## src/rtl/bus_hub_n_if.sv

```systemverilog
// Bus bundle between one CPU data-bus host, the hub and N_DEV memory-mapped devices.
// The hub connects through the slave modport. The host and device side, such as a
// testbench or the surrounding SoC, connects through the master modport.
interface bus_hub_n_if #(
   parameter int N_DEV = 4
) ();
   // host side
   logic [31:0]         host_address;
   logic [31:0]         host_data_write;
   logic [3:0]          host_write_mask;
   logic                host_wen;
   logic                host_ren;
   logic [31:0]         host_data_read;
   logic                host_ready;
   logic                host_error;
   // device side
   logic [N_DEV*32-1:0] device_address;
   logic [N_DEV*32-1:0] device_data_write;
   logic [N_DEV*4-1:0]  device_write_mask;
   logic [N_DEV-1:0]    device_wen;
   logic [N_DEV-1:0]    device_ren;
   logic [N_DEV-1:0]    device_ready;
   logic [N_DEV*32-1:0] device_data_read;
   logic [N_DEV-1:0]    device_active;

   modport slave (
      input  host_address, host_data_write, host_write_mask, host_wen, host_ren,
      output host_data_read, host_ready, host_error,
      output device_address, device_data_write, device_write_mask,
      output device_wen, device_ren, device_active,
      input  device_ready, device_data_read
   );

   modport master (
      output host_address, host_data_write, host_write_mask, host_wen, host_ren,
      input  host_data_read, host_ready, host_error,
      input  device_address, device_data_write, device_write_mask,
      input  device_wen, device_ren, device_active,
      output device_ready, device_data_read
   );
endinterface

```

## src/rtl/bus_hub_n.sv

```systemverilog
// bus_hub_n: N-device bus hub. It decodes the host address against per-device
// base/mask windows and forwards one transaction at a time. It then returns the
// data, a ready pulse and an error pulse to the host.
// Optional feature: define BUS_HUB_N_TIMEOUT_EN to force completion with an error
// after TIMEOUT_CYCLES wait cycles without device_ready.
module bus_hub_n #(
   parameter int                  N_DEV          = 4,
   parameter logic [N_DEV*32-1:0] DEV_BASE       = {N_DEV{32'h0}},
   parameter logic [N_DEV*32-1:0] DEV_MASK       = {N_DEV{32'h0}},
   parameter int                  TIMEOUT_CYCLES = 255,
   parameter logic [31:0]         ERR_RDATA      = 32'hDEADBEEF
) (
   input  logic        clk,
   input  logic        rst_n,
   bus_hub_n_if.slave  bus
);
   typedef enum logic [1:0] {IDLE, WAIT, RESP} state_t;

   state_t             state_reg, state_next;
   logic [31:0]        addr_reg, wdata_reg, rdata_reg;
   logic [3:0]         mask_reg;
   logic               write_reg, error_reg;
   logic [N_DEV-1:0]   sel_reg;

   logic               req;
   logic [N_DEV-1:0]   hit;
   logic [N_DEV-1:0]   hit_onehot;
   logic               any_hit;
   logic               dev_done;
   logic [31:0]        dev_rdata;
   logic               expire;

   assign req = bus.host_wen | bus.host_ren;

   // Per-device window match on the live host address.
   for (genvar gi = 0; gi < N_DEV; gi++) begin : g_hit
      assign hit[gi] = (bus.host_address & DEV_MASK[32*gi +: 32]) == DEV_BASE[32*gi +: 32];
   end

   // Priority select: scanning downwards means the lowest matching index is written last and wins.
   always_comb begin
      hit_onehot = '0;
      any_hit    = 1'b0;
      for (int i = N_DEV - 1; i >= 0; i--) begin
         if (hit[i]) begin
            hit_onehot    = '0;
            hit_onehot[i] = 1'b1;
            any_hit       = 1'b1;
         end
      end
   end

   // Route ready and read data from the selected device only; unselected devices are ignored.
   always_comb begin
      dev_done  = 1'b0;
      dev_rdata = '0;
      for (int i = 0; i < N_DEV; i++) begin
         if (sel_reg[i]) begin
            dev_done  = bus.device_ready[i];
            dev_rdata = bus.device_data_read[32*i +: 32];
         end
      end
   end

`ifdef BUS_HUB_N_TIMEOUT_EN
   localparam int CNT_W = $clog2(TIMEOUT_CYCLES + 1);
   logic [CNT_W-1:0] cnt_reg;

   assign expire = (cnt_reg == CNT_W'(TIMEOUT_CYCLES));

   // Wait-cycle counter: cleared on entry to WAIT, saturating so it never wraps.
   always_ff @(posedge clk or negedge rst_n) begin
      if (!rst_n) begin
         cnt_reg <= '0;
      end else if (state_reg == IDLE) begin
         cnt_reg <= '0;
      end else if (state_reg == WAIT && !expire) begin
         cnt_reg <= cnt_reg + 1'b1;
      end
   end
`else
   assign expire = 1'b0;
`endif

   // State register.
   always_ff @(posedge clk or negedge rst_n) begin
      if (!rst_n) state_reg <= IDLE;
      else        state_reg <= state_next;
   end

   // Next-state logic. A ready that arrives on the expiry cycle takes priority over the timeout.
   always_comb begin
      state_next = state_reg;
      case (state_reg)
         IDLE: if (req) state_next = any_hit ? WAIT : RESP;
         WAIT: if (dev_done || expire) state_next = RESP;
         RESP: state_next = IDLE;
         default: state_next = IDLE;
      endcase
   end

   // Latch the request in IDLE, then capture the outcome when the transaction completes.
   always_ff @(posedge clk or negedge rst_n) begin
      if (!rst_n) begin
         addr_reg  <= '0;
         wdata_reg <= '0;
         mask_reg  <= '0;
         write_reg <= 1'b0;
         sel_reg   <= '0;
         rdata_reg <= '0;
         error_reg <= 1'b0;
      end else begin
         if (state_reg == IDLE && req) begin
            addr_reg  <= bus.host_address;
            wdata_reg <= bus.host_data_write;
            mask_reg  <= bus.host_write_mask;
            write_reg <= bus.host_wen;
            sel_reg   <= hit_onehot;
            rdata_reg <= any_hit ? 32'h0 : ERR_RDATA;
            error_reg <= ~any_hit;
         end else if (state_reg == WAIT) begin
            if (dev_done) begin
               rdata_reg <= write_reg ? 32'h0 : dev_rdata;
               error_reg <= 1'b0;
            end else if (expire) begin
               rdata_reg <= ERR_RDATA;
               error_reg <= 1'b1;
            end
         end
      end
   end

   // Host response. Outputs are decoded from registered state, so reset clears them immediately.
   assign bus.host_ready     = (state_reg == RESP);
   assign bus.host_data_read = (state_reg == RESP) ? rdata_reg : 32'h0;
   assign bus.host_error     = (state_reg == RESP) & error_reg;

   // Broadcast the latched request to every port and strobe only the selected device while waiting.
   for (genvar gi = 0; gi < N_DEV; gi++) begin : g_dev
      assign bus.device_address[32*gi +: 32]    = addr_reg;
      assign bus.device_data_write[32*gi +: 32] = wdata_reg;
      assign bus.device_write_mask[4*gi +: 4]   = mask_reg;
      assign bus.device_active[gi] = (state_reg == WAIT) & sel_reg[gi];
      assign bus.device_wen[gi]    = (state_reg == WAIT) & sel_reg[gi] & write_reg;
      assign bus.device_ren[gi]    = (state_reg == WAIT) & sel_reg[gi] & ~write_reg;
   end
endmodule
```

## src/flat_wrapper.sv

```systemverilog
// flat-port wrapper written by rule: the top's interface ports become plain ports
module bus_hub_n_flat 
#(
   parameter int                  N_DEV          = 4,
   parameter logic [N_DEV*32-1:0] DEV_BASE       = {N_DEV{32'h0}},
   parameter logic [N_DEV*32-1:0] DEV_MASK       = {N_DEV{32'h0}},
   parameter int                  TIMEOUT_CYCLES = 255,
   parameter logic [31:0]         ERR_RDATA      = 32'hDEADBEEF
)
  (clk, rst_n, bus_host_address, bus_host_data_write, bus_host_write_mask, bus_host_wen, bus_host_ren, bus_host_data_read, bus_host_ready, bus_host_error, bus_device_address, bus_device_data_write, bus_device_write_mask, bus_device_wen, bus_device_ren, bus_device_active, bus_device_ready, bus_device_data_read);
  bus_hub_n_if #(.N_DEV(N_DEV)) bus_i ();
  input  logic clk;
  input  logic rst_n;
  input wire logic [$bits(bus_i.host_address)-1:0] bus_host_address;
  input wire logic [$bits(bus_i.host_data_write)-1:0] bus_host_data_write;
  input wire logic [$bits(bus_i.host_write_mask)-1:0] bus_host_write_mask;
  input wire logic [$bits(bus_i.host_wen)-1:0] bus_host_wen;
  input wire logic [$bits(bus_i.host_ren)-1:0] bus_host_ren;
  output wire logic [$bits(bus_i.host_data_read)-1:0] bus_host_data_read;
  output wire logic [$bits(bus_i.host_ready)-1:0] bus_host_ready;
  output wire logic [$bits(bus_i.host_error)-1:0] bus_host_error;
  output wire logic [$bits(bus_i.device_address)-1:0] bus_device_address;
  output wire logic [$bits(bus_i.device_data_write)-1:0] bus_device_data_write;
  output wire logic [$bits(bus_i.device_write_mask)-1:0] bus_device_write_mask;
  output wire logic [$bits(bus_i.device_wen)-1:0] bus_device_wen;
  output wire logic [$bits(bus_i.device_ren)-1:0] bus_device_ren;
  output wire logic [$bits(bus_i.device_active)-1:0] bus_device_active;
  input wire logic [$bits(bus_i.device_ready)-1:0] bus_device_ready;
  input wire logic [$bits(bus_i.device_data_read)-1:0] bus_device_data_read;
  assign bus_i.host_address = bus_host_address;
  assign bus_i.host_data_write = bus_host_data_write;
  assign bus_i.host_write_mask = bus_host_write_mask;
  assign bus_i.host_wen = bus_host_wen;
  assign bus_i.host_ren = bus_host_ren;
  assign bus_host_data_read = bus_i.host_data_read;
  assign bus_host_ready = bus_i.host_ready;
  assign bus_host_error = bus_i.host_error;
  assign bus_device_address = bus_i.device_address;
  assign bus_device_data_write = bus_i.device_data_write;
  assign bus_device_write_mask = bus_i.device_write_mask;
  assign bus_device_wen = bus_i.device_wen;
  assign bus_device_ren = bus_i.device_ren;
  assign bus_device_active = bus_i.device_active;
  assign bus_i.device_ready = bus_device_ready;
  assign bus_i.device_data_read = bus_device_data_read;
  bus_hub_n #(.N_DEV(N_DEV), .DEV_BASE(DEV_BASE), .DEV_MASK(DEV_MASK), .TIMEOUT_CYCLES(TIMEOUT_CYCLES), .ERR_RDATA(ERR_RDATA)) u_core (.clk(clk), .rst_n(rst_n), .bus(bus_i));
endmodule
```

## config.mk

```make
export PLATFORM = sky130hd
export DESIGN_NAME = bus_hub_n_flat
export DESIGN_NICKNAME = d
export VERILOG_FILES = /design/src/rtl/bus_hub_n_if.sv /design/src/rtl/bus_hub_n.sv /design/src/flat_wrapper.sv
export SDC_FILE = /design/constraint.sdc
export NUM_CORES = 1
export LEC_CHECK = 0
export CORE_AREA = 2 2 204 206
export CTS_CLUSTER_SIZE = 12
export DETAILED_ROUTE_END_ITERATION = 16
export DIE_AREA = 0 0 206 208
export GPL_ROUTABILITY_DRIVEN = 0
export PLACE_DENSITY_LB_ADDON = 0.08
export SYNTH_ARGS = -nofsm -noshare
export SYNTH_HDL_FRONTEND = slang
export SYNTH_SLANG_ARGS = --single-unit
```

## constraint.sdc

```tcl
create_clock -name clk -period 1.26 [get_ports clk]
set_input_delay 0.126 -clock clk [delete_from_list [all_inputs] [get_ports clk]]
set_output_delay 0.126 -clock clk [all_outputs]
set_load 0.02 [all_outputs]
```

# [Yosys cells after proc, flatten, opt, wreduce, memory -nomap -nowiden]
# Cells that the tools add are included.
[word_totals] input_bits=204 output_inout_bits=318 register_bits=105
[op_classes] reduce_logical=6 n_eq_ne=4 bitwise_logic=6 muxes=13
[ops] operator="$mux W32" count=6
[ops] operator="$and A1 B1 Y1" count=4
[ops] operator="$mux W1" count=4
[ops] operator="$mux W2" count=2
[ops] operator="$ne A2 B1 Y1 const B" count=2
[ops] operator="$pmux W2 S2" count=1
[ops] operator="$reduce_and A2 Y1" count=2
[ops] operator="$reduce_bool A2 Y1" count=2
[ops] operator="$eq A2 B1 Y1 const B" count=1
[ops] operator="$eq A2 B2 Y1 const B" count=1
[ops] operator="$logic_not A2 Y1" count=1
[ops] operator="$logic_and A1 B1 Y1" count=1
[ops] operator="$not A1 Y1" count=1
[ops] operator="$or A1 B1 Y1" count=1

# [Depth between registers and ports, before layout]
[logic_depth] ltp_word=5 depth_mapped=5

# [Worst setup path before layout]
# OpenSTA, ideal clock, no wires.
[synth_path] kind="register to output" startpoint="reg u_core.state_reg[1]" endpoint="out bus_host_data_read[22]" arrival_time_ns=1.301 n_path_buf=1 setup_slack_ns=-0.167 stages_incl_launch_ff=4 required_ns=1.134 cell_sequence="dfrtp_1 -> nor2b_1 -> clkbuf_1 -> and2_1"
[synth_via] elab_chain_cells=2
[synth_rtl] item="start: declaration" line="bus_hub_n.sv:19" rtl="state_t state_reg, state_next;"
[synth_rtl] item="start signal: assignment" line="bus_hub_n.sv:88" rtl="else state_reg <= state_next;"
[synth_rtl] item="$eq A2 B2 Y1"
[synth_rtl] item="net bus_host_ready" line="flat_wrapper.sv:20" rtl="output wire logic [$bits(bus_i.host_ready)-1:0] bus_host_ready;"
[synth_rtl] item="$mux W32" line="bus_hub_n.sv:135" rtl="assign bus.host_data_read = (state_reg == RESP) ? rdata_reg : 32'h0;"
[synth_rtl] item="end: declaration" line="flat_wrapper.sv:19" rtl="output wire logic [$bits(bus_i.host_data_read)-1:0] bus_host_data_read;"
# The timed path passes the listed nets, and every way through them passes these cells.

# [Worst setup path in the final report]
[layout_path] startpoint="reg u_core.state_reg[1]" endpoint="reg u_core.wdata_reg[31]"
[layout_via] elab_chain_cells=2
[layout_rtl] item="$logic_not A2 Y1" line="bus_hub_n.sv:113" rtl="if (state_reg == IDLE && req) begin"
[layout_rtl] item="$logic_and A1 B1 Y1" line="bus_hub_n.sv:113"
[layout_rtl] item="end signal: assignment" line="bus_hub_n.sv:115" rtl="wdata_reg <= bus.host_data_write;"
[layout_rtl] item="end: declaration" line="bus_hub_n.sv:20" rtl="logic [31:0] addr_reg, wdata_reg, rdata_reg;"
# No other way between the ends.
# A chain may end at the register's enable or synchronous reset.

==> results.py <==
metrics = {
    "grt": {
        "pin_count_of_the_biggest_net_entering_global_routing": 105,
        "grt_antenna_before_repair": 0,
        "grt_ovf": 0,
        "number_of_global_route_vias_before_repair": 4421,
        "gr-usage-all-layers": 0.0939,
        "grt_pass1_wl_um": 29800,
    },
    "timing": {
        "finClkSkew_ns": 0.0165,
        "final_count_of_pins_violating_max_slew": 0,
        "final-hold-violation-count": 0,
        "fmaxAchievable_mhz": 579,
        "slew-limit-headroom": 0.575,
        "grt_setup_unrepaired": "true",
        "timing.final.crit_period_ns": 1.73,
        "worst_slew_pin_slew_ns": 0.637,
        "final-setup-viol-count": 142,
        "timing.final.crit_share": 1.37,
        "post-route-worst-setup-slack_ns": -0.466,
    },
    "floorplan": {
        "num_rows": 74,
        "dieHeight_um": 208,
        "floorplan.die_area_um2": 42800,
        "dieWidth_um": 206,
        "ioPinCount": 522,
        "core_um2": 40600,
        "initial_util": 0.149,
    },
    "clock_network": {
        "cts_num_sinks": 104,
        "clock_insertion_delay_worst_skew_ns": 0.38,
        "cts.reportedPaths.clkPinSlew_ns": 0.09,
        "h_tree_lvls": 3,
        "tritoncts": "yes",
        "cts-root-buf": "sky130_fd_sc_hd__clkbuf_16",
        "clock_tree.buffer_depth": 2,
        "cts-buffers-inserted": 9,
    },
    "placement": {
        "io_buffer_count": 412,
        "post_dp_hpwl_um": 13400,
        "place.detailed.instances": 1220,
    },
    "synthesis": {
        "synth.ff_latch_count": 104,
        "number_of_warning_messages_in_the_yosys_log": 0,
        "syn-cell-area_um2": 6060,
        "synth.avg_cell_area_um2": 12.5,
        "synth.area.top_cells": "sky130_fd_sc_hd__dfrtp_1 43%, sky130_fd_sc_hd__buf_4 27%, sky130_fd_sc_hd__mux2_4 17%, sky130_fd_sc_hd__a22o_1 4.6%, sky130_fd_sc_hd__and2_1 3.4%",
        "yosysSeqAreaShare": 0.430,
        "synth.distinct_cells": 20,
        "synth_largest_type_area_fraction": 0.430,
        "netlist.top_cell.by_area": "sky130_fd_sc_hd__dfrtp_1",
        "synth_cells": 485,
    },
    "layout": {
        "flow.area_growth_from_synthesis_pct": 70.8,
        "finish.utilization": 0.255,
        "mostFrequentLayoutCells": "131 x sky130_fd_sc_hd__clkdlybuf4s15_2, 105 x sky130_fd_sc_hd__buf_2, 103 x sky130_fd_sc_hd__clkdlybuf4s50_1, 88 x sky130_fd_sc_hd__buf_6, 77 x sky130_fd_sc_hd__dfrtp_1",
        "non_filler_instance_count_after_layout": 1306,
        "nets": 973,
        "antenna_cells": 0,
        "mostFrequentLayoutCell": "sky130_fd_sc_hd__clkdlybuf4s15_2",
        "drive_gt1_frac": 0.699,
    },
    "flow_run": {
        "cap_viol_max_count": 0,
    },
    "critical_path": {
        "critPathArrivalTime_ns": 1.98,
        "critPathBufInv": 4,
        "critical-path-top-delay-family": "buffers and inverters",
        "critical_path_peak_fanout": 8,
        "startpoint_type": "flop",
        "cpMostUsedCell": "sky130_fd_sc_hd__buf_6",
        "critical_path.max_stage_delay_ns": 0.45,
        "critical_path.slowest_cell": "sky130_fd_sc_hd__dfrtp_2",
        "critPathKind": "reg -> reg",
        "setup.worst_path.end_class": "flop",
        "critical_path_required_ns": 1.52,
        "path_cells": "buf_6 > buf_6 > nor2_4 > and2_4 > buf_8 > clkbuf_16 > mux2_4",
    },
    "route": {
        "detailroute.via_count": 4286,
        "routed_via_density": 3.28,
        "drcViolationCount": 0,
        "route.antenna.remaining_nets": 0,
        "drtPass1Iterations": 4,
        "drt_iter0_markers": 89,
        "routedWlPerCell_um": 16.8,
        "detail_route.wirelength_um": 21900,
    },
    "pwr": {
        "irDropWorstVdd_v": 0.000936,
        "powerDensity_nw_per_um2": 3000,
        "power_w": 0.0311,
        "cellLeakagePower_nw": 4.73,
    },
    "hold_path": {
        "hold_class": "in -> reg",
    },
    "outcome": {
        "status": "complete, but fails checks",
        "violated_checks": "setup timing",
    },
}
## worst register-to-register path, stage by stage (launching register included)
cell                        delay (ns)
sky130_fd_sc_hd__dfrtp_2          0.45
sky130_fd_sc_hd__buf_6            0.13
sky130_fd_sc_hd__buf_6            0.11
sky130_fd_sc_hd__nor2_4           0.08
sky130_fd_sc_hd__and2_4           0.21
sky130_fd_sc_hd__buf_8            0.15
sky130_fd_sc_hd__clkbuf_16        0.18
sky130_fd_sc_hd__mux2_4           0.30
## metal layers
layer,global-route usage,part of all wire,vias up,wire length [µm]
li1,-,-,1944,-
met1,0.104,0.40,2125,8730
met2,0.165,0.51,204,11200
met3,0.0363,0.079,13,1740
met4,0.0278,0.012,0,259
met5,0,0,-,0
## what timing repair did
action | 4_1_cts | 5_1_grt
hold buffers | 1 | 0
pin swaps | 15 | 6
cloned | 6 | 10
endpoints found under the setup margin | 410 | 354
hold endpoints to repair | 104 | 0
gates resized for setup | 1139 | 187
setup buffers | 30 | 24
## where the power goes
group | switching [W] | internal (W)
combinational | 0.0105 | 0.0106
clock | 0.00148 | 0.00183
sequential | 0.00180 | 0.00493
total | 0.0138 | 0.0173
## stage by stage
stage                     TNS, ns  setup WS [ns]  area, µm²  hold slack [ns]
final                      -53.59         -0.466      10300            0.338
after global routing       -63.20         -0.525      10300            0.315
after global placement     -53.03         -0.468       9240            0.256
after floorplan            -10.49         -0.133       6100           -0.170
after detailed placement   -54.75         -0.474       9240            0.272
after CTS                  -58.43         -0.503      10300            0.299
## area by class of cell
| cell class | instances | area [µm²] |
|---|---|---|
| clock buffer | 10 | 239 |
| sequential | 104 | 2640 |
| multi-input combinational | 158 | 1770 |
| tap | 532 | 666 |
| clock inverter | 6 | 96.3 |
| fill | 4297 | 30200 |
| timing repair buffer | 496 | 4940 |
## kinds of logic after synthesis
group / Yosys count / synth area share
and+or+nand+nor: 45 / 0.0481
muxes: 68 / 0.169
other: 1 / 0.000619
buffers and inverters: 232 / 0.302
DFF: 104 / 0.430
AOI/OAI and AO/OA: 35 / 0.0506
## final timing paths
check                                                 start                          endpoint  slack (ns)  depth (start not counted)
max                         u_core.state_reg[1]$_DFFE_PN0P_  u_core.wdata_reg[31]$_DFFE_PN0P_       -0.47                          7
min                                 bus_device_data_read[5]   u_core.rdata_reg[5]$_DFFE_PN0P_        0.34                          2
max reg2reg                 u_core.state_reg[1]$_DFFE_PN0P_  u_core.wdata_reg[31]$_DFFE_PN0P_       -0.47                          7
min reg2reg                u_core.rdata_reg[25]$_DFFE_PN0P_  u_core.rdata_reg[25]$_DFFE_PN0P_        0.51                          1
max in group asynchronous                             rst_n  u_core.wdata_reg[16]$_DFFE_PN0P_        0.35                          3
min in group asynchronous                             rst_n  u_core.rdata_reg[13]$_DFFE_PN0P_        0.35                          3
## cell usage after synthesis
cell type	number
sky130_fd_sc_hd__mux2_4	68
sky130_fd_sc_hd__and2_1	33
sky130_fd_sc_hd__a22o_1	32
sky130_fd_sc_hd__buf_6	3
sky130_fd_sc_hd__conb_1	1
sky130_fd_sc_hd__buf_4	214
sky130_fd_sc_hd__a21o_1	1
sky130_fd_sc_hd__buf_12	8
sky130_fd_sc_hd__clkbuf_1	3
sky130_fd_sc_hd__and2_4	1
sky130_fd_sc_hd__nor2b_1	4
sky130_fd_sc_hd__and3_1	1
sky130_fd_sc_hd__nor2_4	1
sky130_fd_sc_hd__a22o_2	1
sky130_fd_sc_hd__and4b_4	1
sky130_fd_sc_hd__or2_1	2
sky130_fd_sc_hd__buf_2	4
sky130_fd_sc_hd__dfrtp_1	104
sky130_fd_sc_hd__a21oi_2	1
sky130_fd_sc_hd__nand2_1	2
(Power assumes the default switching activity.)
